File: src/rtl/lif_neuron_array.sv
// Leaky integrate-and-fire neuron stage fed by the MAC array.
// Each lane integrates a valid current into an unsigned membrane potential, leaks by
// pot >> leakShift on tick, fires a one-cycle registered spike when a valid input brings
// the potential to threshold, then ignores input for REFRAC_CYCLES cycles.
//
// Ports:
//   clk        - clock, rising edge
//   reset      - asynchronous active-high reset
//   currents   - packed unsigned currents, lane i at [i*IN_WIDTH +: IN_WIDTH]
//   inValids   - per-lane current valid
//   tick       - timestep strobe, applies the leak on this edge
//   threshold  - shared firing threshold
//   leakShift  - leak shift amount, 0 disables the leak
//   spikes     - registered one-cycle spike pulse per lane
//   potentials - registered membrane potentials, lane i at [i*POT_WIDTH +: POT_WIDTH]
//   spikeCount - saturating count of all spikes since reset
module lif_neuron_array #(
   parameter int unsigned NUM_NEURONS   = 8,
   parameter int unsigned IN_WIDTH      = 16,
   parameter int unsigned POT_WIDTH     = 20,
   parameter int unsigned REFRAC_CYCLES = 2
) (
   input  logic                             clk,
   input  logic                             reset,
   input  logic [NUM_NEURONS*IN_WIDTH-1:0]  currents,
   input  logic [NUM_NEURONS-1:0]           inValids,
   input  logic                             tick,
   input  logic [POT_WIDTH-1:0]             threshold,
   input  logic [3:0]                       leakShift,
   output logic [NUM_NEURONS-1:0]           spikes,
   output logic [NUM_NEURONS*POT_WIDTH-1:0] potentials,
   output logic [15:0]                      spikeCount
);

   typedef enum logic [0:0] {StIntegrate, StRefractory} lane_state_e;

   localparam int unsigned SumWidth = POT_WIDTH + 1;
   localparam int unsigned PopWidth = $clog2(NUM_NEURONS + 1);
   // Counter is loaded with REFRAC_CYCLES-1 so exactly REFRAC_CYCLES inputs are dropped.
   localparam logic [3:0] RefracInit = (REFRAC_CYCLES == 0) ? 4'd0 : 4'(REFRAC_CYCLES - 1);

   logic [NUM_NEURONS-1:0] spike_d;

   for (genvar i = 0; i < NUM_NEURONS; i++) begin : g_lane
      lane_state_e            state_q, state_d;
      logic [3:0]             cnt_q, cnt_d;
      logic [POT_WIDTH-1:0]   pot_q, pot_d;
      logic [POT_WIDTH-1:0]   leaked;
      logic [SumWidth-1:0]    sum;
      logic [POT_WIDTH-1:0]   sat;
      logic [IN_WIDTH-1:0]    cur;
      logic                   spike_n;
      logic                   spike_q;

      assign cur = currents[i*IN_WIDTH +: IN_WIDTH];

      always_comb begin
         state_d = state_q;
         cnt_d   = cnt_q;
         pot_d   = pot_q;
         spike_n = 1'b0;
         leaked  = pot_q;
         if (tick && leakShift != 4'd0) begin
            leaked = pot_q - (pot_q >> leakShift);
         end
         // Leak first, then add the current, one bit wider to catch overflow.
         sum = {1'b0, leaked} + (inValids[i] ? SumWidth'(cur) : '0);
         sat = sum[POT_WIDTH] ? '1 : sum[POT_WIDTH-1:0];

         unique case (state_q)
            StIntegrate: begin
               // Only a valid input can fire; leak-only cycles never do.
               if (inValids[i] && sat >= threshold) begin
                  spike_n = 1'b1;
                  pot_d   = '0;
                  if (REFRAC_CYCLES != 0) begin
                     state_d = StRefractory;
                     cnt_d   = RefracInit;
                  end
               end else begin
                  pot_d = sat;
               end
            end
            StRefractory: begin
               pot_d = '0;
               if (cnt_q == 4'd0) begin
                  state_d = StIntegrate;
               end else begin
                  cnt_d = cnt_q - 4'd1;
               end
            end
            default: begin
               state_d = StIntegrate;
               pot_d   = '0;
            end
         endcase
      end

      always_ff @(posedge clk or posedge reset) begin
         if (reset) begin
            state_q <= StIntegrate;
            cnt_q   <= 4'd0;
            pot_q   <= '0;
            spike_q <= 1'b0;
         end else begin
            state_q <= state_d;
            cnt_q   <= cnt_d;
            pot_q   <= pot_d;
            spike_q <= spike_n;
         end
      end

      assign spike_d[i]                              = spike_n;
      assign spikes[i]                               = spike_q;
      assign potentials[i*POT_WIDTH +: POT_WIDTH]    = pot_q;
   end

   logic [PopWidth-1:0] pop;
   logic [16:0]         count_sum;
   logic [15:0]         count_q, count_d;

   // Count the spikes being registered on this edge so spikeCount tracks spikes.
   always_comb begin
      pop = '0;
      for (int i = 0; i < NUM_NEURONS; i++) begin
         pop = pop + PopWidth'(spike_d[i]);
      end
      count_sum = {1'b0, count_q} + 17'(pop);
      count_d   = count_sum[16] ? 16'hFFFF : count_sum[15:0];
   end

   always_ff @(posedge clk or posedge reset) begin
      if (reset) begin
         count_q <= 16'd0;
      end else begin
         count_q <= count_d;
      end
   end

   assign spikeCount = count_q;

endmodule

File: config.mk
export PLATFORM = sky130hd
export DESIGN_NAME = lif_neuron_array
export DESIGN_NICKNAME = d
export VERILOG_FILES = /design/src/rtl/lif_neuron_array.sv
export SDC_FILE = /design/constraint.sdc
export NUM_CORES = 2
export LEC_CHECK = 0
export CAP_MARGIN = 20
export CORE_MARGIN = 2
export CORE_UTILIZATION = 40
export DETAILED_ROUTE_END_ITERATION = 7
export SETUP_SLACK_MARGIN = 0.1
export SYNTH_ARGS = -nofsm -noshare
export SYNTH_HDL_FRONTEND = slang
export SYNTH_SLANG_ARGS = --single-unit
File: constraint.sdc
create_clock -name clk -period 10.2 [get_ports clk]
set_input_delay 2.04 -clock clk [delete_from_list [all_inputs] [get_ports clk]]
set_output_delay 2.04 -clock clk [all_outputs]
set_load 0.05 [all_outputs]
==> flow_summary.toml <==
[status]
status = "finished, violations left"
failed_checks = "setup timing"

[setup_path]
cp.required_ns = 10.67
crit_top_cell = "a21o_1"
end_kind = "flip-flop"
slowest_delay_ns = 0.55
crit_slowest_cell = "fa_1"
crit_arrival_ns = 11.21
crit_fanout = 6
critPathLaunchType = "input pin"
path_class = "in2reg"

[logic_synthesis]
syn_area_um2 = 34610
synthTopCellsByCount = "nand2_1, ha_1, a21oi_1"
synth_nets = 5074
ys_ff_latch = 224
synthTopCellsByArea = "ha_1, dfrtp_1, nand2_1"
synth.most_common_cell = "nand2_1"
synth-main-ff-cell = "dfrtp_1"
synth_top_cell_area_share_pct = 16.70
yosys.area.top_type = "ha_1"
avgSynthCellArea_um2 = 7.817
ys_seq_area_share_pct = 16.19
synthCells = 4428
synthArstFlopShare_pct = 100.0
synth_cell_types = 103
synth-edff-count = 0
ys_warn_count = 0

[layout]
multiInputGateArea_um2 = 28160
nets = 6343
area.growth.synth_to_final_pct = 41.96
seqCellArea_um2 = 5605
fin_util_pct = 57.53
fillerInstances = 7974
drive_gt1_share_pct = 25.15
stdcell_count = 6870

[power]
p_seq_share_pct = 10.9
power.leakage_nw = 23.57
power.density_nw_per_um2 = 380.2
combPwrFrac_pct = 82.4
power_frac_clock_pct = 6.8
ir_drop_mv = 0.2077
intPower_mw = 9.569
switching_share_pct = 48.78
p_switching_mw = 9.113

[timing]
min_period_over_period_pct = 105.3
fin_crit_ns = 10.74
setup_tns_ns = -7.069
grt_setup_unrepaired = "true"
max_freq_mhz = 93.10
layout_setup_ws_ns = -0.5407
finalSetupViolCount = 16
timing.hold.ws_ns = 0.5189
max-slew-margin-rel_pct = 16.30
finClkSkew_ns = 0.01212
tightest_slew_ns = 1.254
hold_viol = 0
drv_slew = 0

[run]
drv_cap = 0

[floorplanning]
die_h_um = 298.2
core-area_um2 = 85410
dieArea_um2 = 88900
rows = 107
design.portCount = 347
start_util_pct = 40.52
die_w_um = 298.2

[placement]
io_buffers = 346
dp_cells = 6754
dp_hpwl_um = 108000
gp_congestion = 0.9581
dp_slack_ns = -1.366

[clock_network]
clock_sinks = 224
numCtsBuffers = 31
cts_buffer_depth = 3
cts_tree = "yes"
htreeDepth = 1
root_buffer = "clkbuf_16"
cts.clk_slew.worst_paths_ns = 0.06
clk_latency_ns = 0.60

[global_route]
grt_max_degree = 135
grt.overflow.total = 0
grt_usage_pct = 29.69
antenna_found_initial = 5
grt_pass1_wl_um = 209200
grt_pass1_vias = 36390

[detailed_routing]
drt_pass1_iterations = 6
drcViolationCount = 0
via_per_inst = 5.517
wl_per_cell_um = 19.98
drtAntennaViolNets = 0
vias = 37900
drt-initial-drc-count = 2585
finalWirelength_um = 137200

[min_path]
hold_class = "reg2reg"
layout make-up:
cell class | instances | share of cell area (%)
Antenna cell | 4 | 0.02037
Clock buffer | 40 | 1.749
Clock inverter | 18 | 0.6086
Inverter | 145 | 1.131
Multi-Input combinational cell | 3860 | 57.32
Sequential cell | 224 | 11.41
Tap cell | 1144 | 2.913
Timing Repair Buffer | 1435 | 24.85
registers in the layout (all words and copies together) (netlist names):
register,cells
spikeCount,16
g_lane.state_q,8
g_lane.pot_q,160
g_lane.spike_q,8
g_lane.cnt_q,32
placed cells by master, fill, tap and decap left out, types with 55 or more instances in the layout:
master | netlist | routed
o21a_1 | 75 | 75
mux2i_1 | 113 | 110
nand2_1 | 545 | 541
nor2_1 | 268 | 260
nand2b_1 | 137 | 135
nor3_1 | 56 | 55
mux4_2 | 60 | 60
xnor2_1 | 138 | 134
and2_1 | 175 | 173
clkdlybuf4s50_1 | 0 | 342
o21ai_0 | 328 | 296
ha_1 | 462 | 457
a21o_1 | 144 | 144
nor2b_1 | 124 | 122
dfrtp_1 | 224 | 224
a21oi_1 | 397 | 376
buf_4 | 10 | 1034
inv_1 | 144 | 139
xor2_1 | 101 | 101
a211oi_1 | 87 | 82
layer usage:
metal | up-vias | part of all wire (%) | wire length, µm | global-route usage [%]
li1 | 18590 | - | - | -
met1 | 17840 | 44 | 60290 | 39.96
met2 | 1236 | 45 | 62370 | 48.50
met3 | 237 | 6.9 | 9478 | 4.529
met4 | 4 | 3.7 | 5067 | 9.763
met5 | - | 0.020 | 27 | 0
power groups by stage:
stage | Clock (mW) | Sequential [mW] | Combinational [mW]
2_1_floorplan | 0 | 2.52 | 8.31
3_3_place_gp | 0 | 2.03 | 14.6
5_1_grt | 1.31 | 2.06 | 16.9
4_1_cts | 1.28 | 2.01 | 15.1
6_report | 1.26 | 2.03 | 15.4
3_5_place_dp | 0 | 2.02 | 14.8
worst paths after layout:
kind	start	endpoint	slack, ns	cells past startpoint
worst min-delay path	g_lane[7].cnt_q[0]	g_lane[7].cnt_q[0]	0.52	1
worst max register to register	g_lane[4].pot_q[12]	spikeCount[14]	0.68	46
max in group asynchronous	reset	g_lane[4].pot_q[5]	6.99	3
worst min register to register	g_lane[7].cnt_q[0]	g_lane[7].cnt_q[0]	0.52	1
worst max-delay path	leakShift[1]	spikeCount[14]	-0.54	51
min in group asynchronous	reset	spikeCount[14]	1.90	2
stage by stage:
step	area, µm²	power (mW)
2_1_floorplan	35040	10.83
3_3_place_gp	46970	16.60
3_5_place_dp	46990	16.79
4_1_cts	48750	18.37
5_1_grt	49130	20.25
6_report	49140	18.68
critical path: cells and delay by family:
family,cells,cell delay (ns)
AOI/OAI and AO/OA,22,3.28
adders and majority gates,8,2.94
and+or+nand+nor,9,1.22
buffers and inverters,9,1.07
muxes,2,0.48
xor gates and xnor gates,1,0.16
cell families (layout without fill, tap and decap cells):
kind of cell	after synthesis	count (layout)	synth area share (%)
XOR/XNOR	239	239	6.048
AO/OA/AOI/OAI	1369	1369	25.15
adder cells (fa/ha/maj)	483	483	17.91
AND/OR/NAND/NOR	1560	1560	22.26
buffers and inverters	344	1638	4.092
flip-flops	224	224	16.19
multiplexers	209	209	8.343
other	0	4	0
repair_timing:
item | in CTS | in global routing
endpoints found under the setup margin | 16 | 16
setup buffers | 34 | 15
pin swaps | 48 | 38
gates cloned | 5 | 0
hold buffers | 0 | 0
resized for setup | 64 | 66
(Power assumes the default switching activity.)
